## src/rtl/uart_pkg.sv

```systemverilog
// Shared UART definitions: baud_set encodings, divider helper and FSM state types.
package uart_pkg;

   localparam int BYTE_W     = 8;
   localparam int OVERSAMPLE = 16;

   typedef enum logic [2:0] {
      BAUD_9600   = 3'd0,
      BAUD_19200  = 3'd1,
      BAUD_38400  = 3'd2,
      BAUD_57600  = 3'd3,
      BAUD_115200 = 3'd4
   } baud_e;

   localparam int BAUD_RATE_9600   = 9600;
   localparam int BAUD_RATE_19200  = 19200;
   localparam int BAUD_RATE_38400  = 38400;
   localparam int BAUD_RATE_57600  = 57600;
   localparam int BAUD_RATE_115200 = 115200;

   typedef enum logic [1:0] {WAIT, STORE, CHECK} word_state_e;
   typedef enum logic [1:0] {B_IDLE, B_START, B_DATA, B_STOP} byte_state_e;

   // clk cycles per oversample tick; never below 1 so slow clocks still tick.
   function automatic int baud_div(input int clk_hz, input int baud);
      int d;
      d = clk_hz / (OVERSAMPLE * baud);
      return (d < 1) ? 1 : d;
   endfunction

endpackage

```

## src/rtl/uart_data_rx_if.sv

```systemverilog
// Word-level receive bus: serial input and baud select in, assembled word and strobes out.
interface uart_data_rx_if #(
   parameter int DATA_WIDTH = 8
);
   logic                  uart_rx;
   logic [2:0]            baud_set;
   logic [DATA_WIDTH-1:0] data;
   logic                  rx_done;
   logic                  rx_error;
   logic                  rx_timeout;
   logic                  rx_busy;

   modport master (
      input  uart_rx, baud_set,
      output data, rx_done, rx_error, rx_timeout, rx_busy
   );

   modport slave (
      output uart_rx, baud_set,
      input  data, rx_done, rx_error, rx_timeout, rx_busy
   );
endinterface

```

## src/rtl/uart_byte_rx.sv

```systemverilog
// 8N1 byte receiver: 2-flop synchroniser, 16x oversampling, majority vote on ticks 7/8/9.
module uart_byte_rx
   import uart_pkg::*;
#(
   parameter int CLK_HZ = 50_000_000
) (
   input  logic              clk,
   input  logic              reset,
   input  logic              rx_i,
   input  logic [2:0]        baud_set_i,
   output logic [BYTE_W-1:0] byte_data_o,
   output logic              byte_done_o,
   output logic              byte_ferr_o
);
   localparam logic [15:0] DIV_9600   = 16'(baud_div(CLK_HZ, BAUD_RATE_9600));
   localparam logic [15:0] DIV_19200  = 16'(baud_div(CLK_HZ, BAUD_RATE_19200));
   localparam logic [15:0] DIV_38400  = 16'(baud_div(CLK_HZ, BAUD_RATE_38400));
   localparam logic [15:0] DIV_57600  = 16'(baud_div(CLK_HZ, BAUD_RATE_57600));
   localparam logic [15:0] DIV_115200 = 16'(baud_div(CLK_HZ, BAUD_RATE_115200));

   byte_state_e       state_q, state_d;
   logic [1:0]        sync_q;
   logic              prev_q;
   logic [15:0]       div, div_cnt_q, div_cnt_d;
   logic [3:0]        os_cnt_q, os_cnt_d;
   logic [2:0]        bit_idx_q, bit_idx_d;
   logic [1:0]        vote_q, vote_d;
   logic [BYTE_W-1:0] shift_q, shift_d, byte_q, byte_d;
   logic              done_q, done_d, ferr_q, ferr_d;
   logic              rx_s, tick, fall, bit_v;

   always_comb begin
      unique case (baud_set_i)
         BAUD_19200:  div = DIV_19200;
         BAUD_38400:  div = DIV_38400;
         BAUD_57600:  div = DIV_57600;
         BAUD_115200: div = DIV_115200;
         default:     div = DIV_9600;
      endcase
   end

   assign rx_s  = sync_q[1];
   assign fall  = prev_q & ~rx_s;
   assign tick  = (div_cnt_q == div - 16'd1);
   assign bit_v = (vote_q[0] & vote_q[1]) | (vote_q[0] & rx_s) | (vote_q[1] & rx_s);

   // NOTE: every variable gets a default first so no path leaves one unassigned (no latches).
   always_comb begin
      state_d   = state_q;
      div_cnt_d = tick ? 16'd0 : div_cnt_q + 16'd1;
      os_cnt_d  = os_cnt_q;
      bit_idx_d = bit_idx_q;
      vote_d    = vote_q;
      shift_d   = shift_q;
      byte_d    = byte_q;
      done_d    = 1'b0;
      ferr_d    = 1'b0;

      if (state_q == B_IDLE) begin
         // Re-phase the tick divider on the start edge so ticks line up with bit centres.
         div_cnt_d = '0;
         os_cnt_d  = '0;
         if (fall) state_d = B_START;
      end else if (tick) begin
         os_cnt_d = os_cnt_q + 4'd1;
         if (os_cnt_q == 4'd7) vote_d[0] = rx_s;
         if (os_cnt_q == 4'd8) vote_d[1] = rx_s;
         if (os_cnt_q == 4'd9) begin
            unique case (state_q)
               B_START: if (bit_v) state_d = B_IDLE;
               B_DATA:  shift_d = {bit_v, shift_q[BYTE_W-1:1]};
               B_STOP: begin
                  state_d = B_IDLE;
                  if (bit_v) begin
                     byte_d = shift_q;
                     done_d = 1'b1;
                  end else begin
                     ferr_d = 1'b1;
                  end
               end
               default: ;
            endcase
         end
         if (os_cnt_q == 4'd15) begin
            unique case (state_q)
               B_START: begin
                  state_d   = B_DATA;
                  bit_idx_d = '0;
               end
               B_DATA: begin
                  bit_idx_d = bit_idx_q + 3'd1;
                  if (bit_idx_q == 3'd7) state_d = B_STOP;
               end
               default: ;
            endcase
         end
      end
   end

   // NOTE: non-blocking assignments so every flop samples the pre-edge value of its inputs.
   always_ff @(posedge clk or posedge reset) begin
      if (reset) begin
         state_q   <= B_IDLE;
         sync_q    <= 2'b11;
         prev_q    <= 1'b1;
         div_cnt_q <= '0;
         os_cnt_q  <= '0;
         bit_idx_q <= '0;
         vote_q    <= '0;
         shift_q   <= '0;
         byte_q    <= '0;
         done_q    <= 1'b0;
         ferr_q    <= 1'b0;
      end else begin
         state_q   <= state_d;
         sync_q    <= {sync_q[0], rx_i};
         prev_q    <= rx_s;
         div_cnt_q <= div_cnt_d;
         os_cnt_q  <= os_cnt_d;
         bit_idx_q <= bit_idx_d;
         vote_q    <= vote_d;
         shift_q   <= shift_d;
         byte_q    <= byte_d;
         done_q    <= done_d;
         ferr_q    <= ferr_d;
      end
   end

   assign byte_data_o = byte_q;
   assign byte_done_o = done_q;
   assign byte_ferr_o = ferr_q;

endmodule

```

## src/rtl/uart_data_rx.sv

```systemverilog
// Multi-byte UART receiver: packs DATA_WIDTH/8 consecutive 8N1 bytes into one word.
// Inter-byte timeout is compiled in only when UART_DATA_RX_TIMEOUT_EN is defined.
module uart_data_rx
   import uart_pkg::*;
#(
   parameter int DATA_WIDTH     = 8,
   parameter int MSB_FIRST      = 1,
   parameter int TIMEOUT_CYCLES = 500000,
   parameter int CLK_HZ         = 50_000_000
) (
   input logic            clk,
   input logic            reset,
   uart_data_rx_if.master bus
);
   logic [BYTE_W-1:0]     byte_data;
   logic                  byte_done, byte_ferr;

   word_state_e           state_q, state_d;
   logic [8:0]            cnt_q, cnt_d;
   logic [DATA_WIDTH-1:0] sr_q, sr_d, data_q, data_d, sr_shift;
   logic                  done_q, done_d, err_q, err_d;

   uart_byte_rx #(.CLK_HZ(CLK_HZ)) u_byte (
      .clk         (clk),
      .reset       (reset),
      .rx_i        (bus.uart_rx),
      .baud_set_i  (bus.baud_set),
      .byte_data_o (byte_data),
      .byte_done_o (byte_done),
      .byte_ferr_o (byte_ferr)
   );

   generate
      if (DATA_WIDTH == BYTE_W) begin : g_w8
         assign sr_shift = byte_data;
      end else if (MSB_FIRST != 0) begin : g_msb
         assign sr_shift = {sr_q[DATA_WIDTH-BYTE_W-1:0], byte_data};
      end else begin : g_lsb
         assign sr_shift = {byte_data, sr_q[DATA_WIDTH-1:BYTE_W]};
      end
   endgenerate

`ifdef UART_DATA_RX_TIMEOUT_EN
   localparam int TW = $clog2(TIMEOUT_CYCLES + 1);
   logic [TW-1:0] timer_q, timer_d;
   logic          tmo_q, tmo_d;
`else
   logic unused_timeout_cfg;
   assign unused_timeout_cfg = (TIMEOUT_CYCLES == 0);
`endif

   always_comb begin
      state_d = state_q;
      cnt_d   = cnt_q;
      sr_d    = sr_q;
      data_d  = data_q;
      done_d  = 1'b0;
      err_d   = 1'b0;

      unique case (state_q)
         WAIT: begin
            if (byte_done) begin
               state_d = STORE;
            end else if (byte_ferr) begin
               cnt_d = '0;
               err_d = 1'b1;
            end
         end
         STORE: begin
            sr_d    = sr_shift;
            cnt_d   = cnt_q + 9'(BYTE_W);
            state_d = CHECK;
         end
         CHECK: begin
            if (cnt_q >= 9'(DATA_WIDTH)) begin
               data_d = sr_q;
               done_d = 1'b1;
               cnt_d  = '0;
            end
            state_d = WAIT;
         end
         default: state_d = WAIT;
      endcase

`ifdef UART_DATA_RX_TIMEOUT_EN
      timer_d = timer_q;
      tmo_d   = 1'b0;
      // A byte landing in the expiry cycle wins: the timer restarts instead of discarding.
      if (byte_done) begin
         timer_d = '0;
      end else if (state_q == WAIT && cnt_q != '0) begin
         if (timer_q == TW'(TIMEOUT_CYCLES)) begin
            timer_d = '0;
            cnt_d   = '0;
            tmo_d   = 1'b1;
         end else begin
            timer_d = timer_q + 1'b1;
         end
      end
`endif
   end

   always_ff @(posedge clk or posedge reset) begin
      if (reset) begin
         state_q <= WAIT;
         cnt_q   <= '0;
         sr_q    <= '0;
         data_q  <= '0;
         done_q  <= 1'b0;
         err_q   <= 1'b0;
`ifdef UART_DATA_RX_TIMEOUT_EN
         timer_q <= '0;
         tmo_q   <= 1'b0;
`endif
      end else begin
         state_q <= state_d;
         cnt_q   <= cnt_d;
         sr_q    <= sr_d;
         data_q  <= data_d;
         done_q  <= done_d;
         err_q   <= err_d;
`ifdef UART_DATA_RX_TIMEOUT_EN
         timer_q <= timer_d;
         tmo_q   <= tmo_d;
`endif
      end
   end

   assign bus.data     = data_q;
   assign bus.rx_done  = done_q;
   assign bus.rx_error = err_q;
   assign bus.rx_busy  = (cnt_q != '0) || (state_q != WAIT);
`ifdef UART_DATA_RX_TIMEOUT_EN
   assign bus.rx_timeout = tmo_q;
`else
   assign bus.rx_timeout = 1'b0;
`endif

endmodule

```

## src/flat_wrapper.sv

```systemverilog
// flat-port wrapper written by rule: the top's interface ports become plain ports
module uart_data_rx_flat import uart_pkg::*;
#(
   parameter int DATA_WIDTH     = 8,
   parameter int MSB_FIRST      = 1,
   parameter int TIMEOUT_CYCLES = 500000,
   parameter int CLK_HZ         = 50_000_000
)
  (clk, reset, bus_uart_rx, bus_baud_set, bus_data, bus_rx_done, bus_rx_error, bus_rx_timeout, bus_rx_busy);
  uart_data_rx_if #(.DATA_WIDTH(DATA_WIDTH)) bus_i ();
  input logic clk;
  input logic reset;
  input wire logic [$bits(bus_i.uart_rx)-1:0] bus_uart_rx;
  input wire logic [$bits(bus_i.baud_set)-1:0] bus_baud_set;
  output wire logic [$bits(bus_i.data)-1:0] bus_data;
  output wire logic [$bits(bus_i.rx_done)-1:0] bus_rx_done;
  output wire logic [$bits(bus_i.rx_error)-1:0] bus_rx_error;
  output wire logic [$bits(bus_i.rx_timeout)-1:0] bus_rx_timeout;
  output wire logic [$bits(bus_i.rx_busy)-1:0] bus_rx_busy;
  assign bus_i.uart_rx = bus_uart_rx;
  assign bus_i.baud_set = bus_baud_set;
  assign bus_data = bus_i.data;
  assign bus_rx_done = bus_i.rx_done;
  assign bus_rx_error = bus_i.rx_error;
  assign bus_rx_timeout = bus_i.rx_timeout;
  assign bus_rx_busy = bus_i.rx_busy;
  uart_data_rx #(.DATA_WIDTH(DATA_WIDTH), .MSB_FIRST(MSB_FIRST), .TIMEOUT_CYCLES(TIMEOUT_CYCLES), .CLK_HZ(CLK_HZ)) u_core (.clk(clk), .reset(reset), .bus(bus_i));
endmodule
```

## config.mk

```make
export PLATFORM = sky130hd
export DESIGN_NAME = uart_data_rx_flat
export DESIGN_NICKNAME = d
export VERILOG_FILES = /design/src/rtl/uart_pkg.sv /design/src/rtl/uart_data_rx_if.sv /design/src/rtl/uart_byte_rx.sv /design/src/rtl/uart_data_rx.sv /design/src/flat_wrapper.sv
export SDC_FILE = /design/constraint.sdc
export NUM_CORES = 1
export LEC_CHECK = 0
export ABC_AREA = 1
export ABC_CLOCK_PERIOD_IN_PS = 2250
export CAP_MARGIN = 25
export CORE_MARGIN = 4
export CORE_UTILIZATION = 37
export DETAILED_ROUTE_END_ITERATION = 10
export PLACE_DENSITY = 0.55
export SLEW_MARGIN = 10
export SYNTH_ARGS = -nofsm -noshare
export SYNTH_HDL_FRONTEND = slang
export SYNTH_SLANG_ARGS = --single-unit
```

## constraint.sdc

```tcl
create_clock -name clk -period 2.25 [get_ports clk]
set_input_delay 0.45 -clock clk [delete_from_list [all_inputs] [get_ports clk]]
set_output_delay 0.45 -clock clk [all_outputs]
set_load 0.02 [all_outputs]
```

==> reports/metrics.yaml, run 1 <==
status: "complete, no violations"
fmax_mhz: 480
drc: 0
synth_top_family_by_area: "simple AND/OR/NAND/NOR gates"
synth_compound_area_share_pct: 6.21
synth_top_area_share_pct: 46.9
arrival_ns: 2.37
setup_slack_ns: 0.165
period_share_pct: 92.6
htreeDepth: 3
worst_pin_slew_ns: 0.592
yosysWarnings: 0
fp.dieH_um: 109
critPathLaunchType: "primary input"
initial_utilization_pct: 38.4
r2r_start: "u_core.u_byte.div_cnt_q[0]"
dpl.hpwl_mm: 5.62
rrSetupSlack_ns: 0.30
peakVddDrop_v: 0.000320
via_per_inst: 4.61
hold_buffers: 0
min-delay-start: "u_core.u_byte.sync_q[0]"
ff2ff_path_depth: 11
cp.required_ns: 2.54
portBuffers: 16
power.density_nw_per_um2: 703
grtUsageTotal_pct: 13.6
drtIter0Drc: 187
coreArea_sq_um: 9860
finClkSkew_ns: 0.0134
cpMaxStageDelayCell: "ha_4"
placementRows: 36
crit_path_end_kind: "register"
max_cap_viol_count: 0
hold_class: "reg2reg"
setup_violations: 0
crit_chain: "clkbuf_2 -> nor2_4 -> nand2_2 -> nand2_2 -> inv_2 -> ha_4 -> nor2_1 -> nor2_2 -> nand2_1 -> nor2_1 -> nand3_1 -> nor2_4 -> nand3_4 -> nor2_8 -> buf_6 -> nand4_1 -> nand2_1"
post-route-util_pct: 46.7
path_clk_slew_ns: 0.09
antenna_found_initial: 0
clk_latency_ns: 0.34
timing.rr.end: "u_core.u_byte.div_cnt_q[12]"
maxSlewHeadroom_pct: 60.5
cts.sinks: 74
synthAdderAreaFrac_pct: 4.89
whs_path_depth: 0
grt_max_degree: 42
whs_ns: 0.360
finalNetCount: 539
post-place-ws_ns: -0.646
most-common-layout-cells: "nand2_1, dfrtp_1, inv_1"
grt_setup_unrepaired: "no"
numCtsBuffers: 9
firstDrtPassIters: 4
area_growth_pct: 21.5
via_count: 3026
final_layout_size_suffix_gt1_share_pct: 15.8
cts-root-buf: "clkbuf_8"
synth_seq_cells: 74
cts_tree: "yes"
synth_area_leaders: "dfrtp_1, nand2_1, inv_1, ha_1, nand3_1"
critical_path_class: "in2reg"
syn_avg_cell_area_sq_um: 8.15
synthCells: 465
worst-path-max-fanout: 8
max_stage_delay_ns: 0.25
ios: 18
mostFrequentLayoutCell: "nand2_1"
n_antenna_cell: 0
yosysSeqAreaShare_pct: 49.0
synth_cell_types: 36
grt_overflow: 0
grt_pass1_wl_mm: 12.9
dieArea_sq_um: 11900
ant_nets: 0
place.gp.congestion: 0.861
startpoint: "bus_baud_set[0]"
synth_xor_area_share_pct: 2.54
finalHoldViolCount: 0
grt_pass1_vias: 2818
clock_path_buffers: 2
synth.area.mux_share_pct: 0
wire_per_inst_um: 11.1
slew_viol_final: 0
hold_end: "u_core.u_byte.sync_q[1]"
power.leakage_nw: 2.30
synth_nets: 485
min_period_ns: 2.08
die_w_um: 109
synthSimpleGateAreaFrac_pct: 30.0
synth_area_leader_cell: "dfrtp_1"
netlist_area_sq_um: 3790
routed_wirelength_mm: 7.31
stage by stage:
step / TNS, ns / cells / instance area, sq um / total power [mW]
detailed placement: -22.85 / 637 / 4320 / 2.18
CTS: 0 / 656 / 4590 / 3.28
finish: 0 / 657 / 4600 / 3.24
floorplan: 0 / 465 / 3790 / 1.95
global route: 0 / 657 / 4600 / 3.44
global placement: -21.06 / 637 / 4320 / 2.17
how the worst max path moves through the flow:
| stage | to | slack, ns | depth (start not counted) |
|---|---|---|---|
| finish | u_core.u_byte.byte_data_o[3] | 0.17 | 17 |
| global route | u_core.u_byte.bit_idx_q[1] | 0.01 | 17 |
| CTS | u_core.u_byte.byte_data_o[4] | 0.02 | 18 |
| detailed placement | u_core.u_byte.os_cnt_q[3] | -0.65 | 18 |
| global placement | u_core.u_byte.os_cnt_q[3] | -0.61 | 18 |
| floorplan | u_core.u_byte.byte_data_o[0] | 0.01 | 17 |
logic make-up (layout without fill, tap and decap cells):
| group | after synthesis | after routing |
|---|---|---|
| and+or+nand+nor | 251 | 252 |
| DFF | 74 | 74 |
| buffers and inverters | 68 | 126 |
| AOI/OAI and AO/OA | 45 | 45 |
| adders and majority gates | 15 | 15 |
| xor gates and xnor gates | 11 | 11 |
| other | 1 | 1 |
cell usage after synthesis, drive strengths merged:
library cell,number
and3,1
nor2,47
conb,1
ha,14
nand3,37
or2,3
nand2,129
a22oi,1
xor2,9
clkbuf,6
dfstp,3
o22ai,2
o21ai,31
nor4,3
a21boi,1
dfrtp,71
maj3,1
buf,4
nand4,18
nor3,9
inv,58
o31ai,1
nor3b,2
nor2b,1
nand3b,1
a21oi,9
xnor2,2
area by class of cell:
class	count	area, sq um
inverters	58	221
multi-input cells	324	1710
flip-flops and latches	74	1860
repair buffers	52	438
well taps	133	166
clock inverters	7	83.8
clock buffers	9	124
fillers	952	5260
critical path, delay by kind of cell:
family                   cells  cell delay [ns]
adder cells (fa/ha/maj)      1             0.25
buffers and inverters        3             0.31
AND/OR/NAND/NOR             13             1.34
power by group:
part	switching [mW]	leakage (nW)	internal (mW)	total, mW
Sequential	0.107	0.999	1.42	1.52
Clock	0.537	0.102	0.531	1.07
Combinational	0.364	1.20	0.281	0.645
registers in the layout, indices dropped and copies added (netlist names), 2 cells and up:
signal	flops
u_core.state_q	2
u_core.bus.data	8
u_core.cnt_q	6
u_core.u_byte.bit_idx_q	3
u_core.u_byte.shift_q	8
u_core.u_byte.os_cnt_q	4
u_core.u_byte.sync_q	2
u_core.u_byte.div_cnt_q	16
u_core.u_byte.vote_q	2
u_core.u_byte.byte_data_o	8
u_core.u_byte.state_q	2
u_core.sr_q	8
per-layer routing:
metal,global-route usage (%),vias to the layer above,wire length (um)
li1,-,1609,-
met4,4.27,0,75
met3,3.20,7,222
met5,0,-,0
met2,21.0,32,3220
met1,19.1,1378,3790
what timing repair did:
item                       CTS  global route
setup endpoints to repair   40            35
setup buffers                2             1
pin swaps                    7             8
resized for setup           14            11
gates cloned                 1             0
No activity file was read; power rests on OpenSTA's default activity.
==> inputs of run 2 (changes only) <==
ABC_CLOCK_PERIOD_IN_PS = not set   (was 2250)
CTS_BUF_LIST = sky130_fd_sc_hd__clkbuf_2   (was not set)
SLEW_MARGIN = 20   (was 10)
==> run 2 against run 1 <==
Against the previous run:
- power decreased by 8.7%
- wire length increased by 0.82%
- sequential power barely moved
- cell count fell by 0.15%
- count of clock-buffer cells in the layout is the same
- register-to-register slack about the same
- clock skew is 0.018 ns higher
==> reports/metrics.yaml, run 2 (same netlist as run 1, synthesis figures left out) <==
period_share_pct: 92.7
maxSlewHeadroom_pct: 60.8
worst_pin_slew_ns: 0.587
ff2ff_path_depth: 11
fmax_mhz: 480
worst-path-max-fanout: 8
critical_path_class: "in2reg"
cp_top_family: "simple AND/OR/NAND/NOR gates"
cp.required_ns: 2.73
n_antenna_cell: 0
cts-root-buf: "clkbuf_2"
busiest_layer: "met2"
grt_max_degree: 42
status: "complete, no violations"
min_period_ns: 2.09
routed_wirelength_mm: 7.37
cts.sinks: 74
crit_path_end_kind: "register"
grt_util_met1_pct: 19.3
ios: 18
clk_latency_ns: 0.53
crit_top_cell: "nand2_1"
max_stage_delay_ns: 0.28
drc: 0
coreArea_sq_um: 9860
most-common-layout-cells: "nand2_1, dfrtp_1, inv_1"
timing.rr.end: "u_core.u_byte.div_cnt_q[12]"
via_per_inst: 4.60
firstDrtPassIters: 4
place.gp.congestion: 0.861
crit_chain: "dlygate4sd2_1 -> nor2_2 -> nand2_2 -> nand2_2 -> inv_1 -> ha_1 -> nand2_1 -> inv_1 -> nor2_2 -> nand2_1 -> nor2_1 -> nand3_1 -> nor2_4 -> nand3_4 -> nor2_8 -> buf_6 -> nand4_1 -> nand2_1"
portBuffers: 16
dieArea_sq_um: 11900
finalNetCount: 538
final_layout_size_suffix_gt1_share_pct: 15.1
tns_ns: 0
cts_tree: "yes"
mostFrequentLayoutCell: "nand2_1"
power.density_nw_per_um2: 656
placed_area_sq_um: 4320
numCtsBuffers: 9
cpMaxStageDelayCell: "ha_1"
critPathLaunchType: "primary input"
grtUsageTotal_pct: 13.7
hold_class: "in2async"
hold_buffers: 0
antenna_found_initial: 0
dpl.hpwl_mm: 5.62
initial_utilization_pct: 38.4
wire_per_inst_um: 11.2
setup_slack_ns: 0.165
clock_path_buffers: 2
fp.dieH_um: 109
grt_setup_unrepaired: "no"
grt_overflow: 0
r2r_start: "u_core.u_byte.div_cnt_q[0]"
critPathBufInv: 4
area_growth_pct: 18.8
power.leakage_nw: 2.27
grt_pass1_vias: 2795
arrival_ns: 2.57
path_clk_slew_ns: 0.24
startpoint: "bus_baud_set[0]"
largest_register_ffs: 16
finalHoldViolCount: 0
use_met3_pct: 3.20
stdcell_area_sq_um: 4500
placementRows: 36
ant_nets: 0
regMostFlops: "u_core.u_byte.div_cnt_q"
finClkSkew_ns: 0.0314
drtIter0Drc: 211
post-place-ws_ns: -0.646
setup_violations: 0
rrSetupSlack_ns: 0.29
max_cap_viol_count: 0
die_w_um: 109
htreeDepth: 3
slew_viol_final: 0
post-route-util_pct: 45.6
grt_pass1_wl_mm: 12.9
n_fill_cell: 967
via_count: 3018
met2_usage_pct: 21.0
power_mw: 2.95
peakVddDrop_v: 0.000281
## run 2: cell types whose count changed in the layout (fill, tap and decap cells not counted), moves of 2 or more
cell           delta
o21ai_0           +2
clkbuf_2          +6
nor2_4            -2
o21ai_1           -2
nor2_2            +2
dlygate4sd2_1     +2
clkbuf_8          -9
## run 2: power by group
group,internal [mW],switching [mW]
sequential,1.42,0.107
combinational,0.276,0.358
clock,0.276,0.518
total,1.97,0.983
## run 2: worst register-to-register path, delay by kind of cell (launching register included)
| family | cells | cell delay (ns) |
|---|---|---|
| xor gates and xnor gates | 1 | 0.16 |
| DFF | 1 | 0.48 |
| adders and majority gates | 1 | 0.23 |
| and+or+nand+nor | 9 | 1.02 |
## run 2: stage by stage
step	hold slack, ns	instances
finish	0.222	656
global route	0.216	656
CTS	0.207	656
detailed placement	0.350	637
global placement	0.349	637
floorplan	0.345	465
## run 2: what timing repair did
| action | 4_1_cts | 5_1_grt |
|---|---|---|
| cloned | 1 | 0 |
| gates resized for setup | 14 | 2 |
| setup buffers | 2 | 0 |
| pin swaps | 7 | 0 |
| setup endpoints to repair | 27 | 1 |
## run 2: worst max-delay path by stage
stage / endpoint / slack (ns) / cells past startpoint
3_5_place_dp: u_core.u_byte.os_cnt_q[3] / -0.65 / 18
2_1_floorplan: u_core.u_byte.byte_data_o[0] / 0.01 / 17
4_1_cts: bus_rx_busy / 0.005 / 5
6_report: u_core.u_byte.byte_data_o[0] / 0.16 / 18
3_3_place_gp: u_core.u_byte.os_cnt_q[3] / -0.61 / 18
5_1_grt: u_core.u_byte.bit_idx_q[2] / 0.005 / 18
## run 2: area by class of cell
class	count	area [sq um]	share of cell area, %
flip-flops and latches	74	1860	41.2
inverters	58	221	4.92
clock inverters	7	83.8	1.86
multi-input cells	324	1700	37.7
repair buffers	51	434	9.64
well taps	133	166	3.70
clock buffers	9	45.0	1.00
## run 2: layer usage
layer  share of wire, %  wire length, um
met5                  0                0
met4                1.2               91
met3                3.5              257
met2                 45             3300
met1                 51             3720
==> inputs of run 3 (changes only) <==
SLEW_MARGIN = not set   (was 20)
==> results of run 3 <==
Final layout, timing and power as in run 2 (identical DEF).
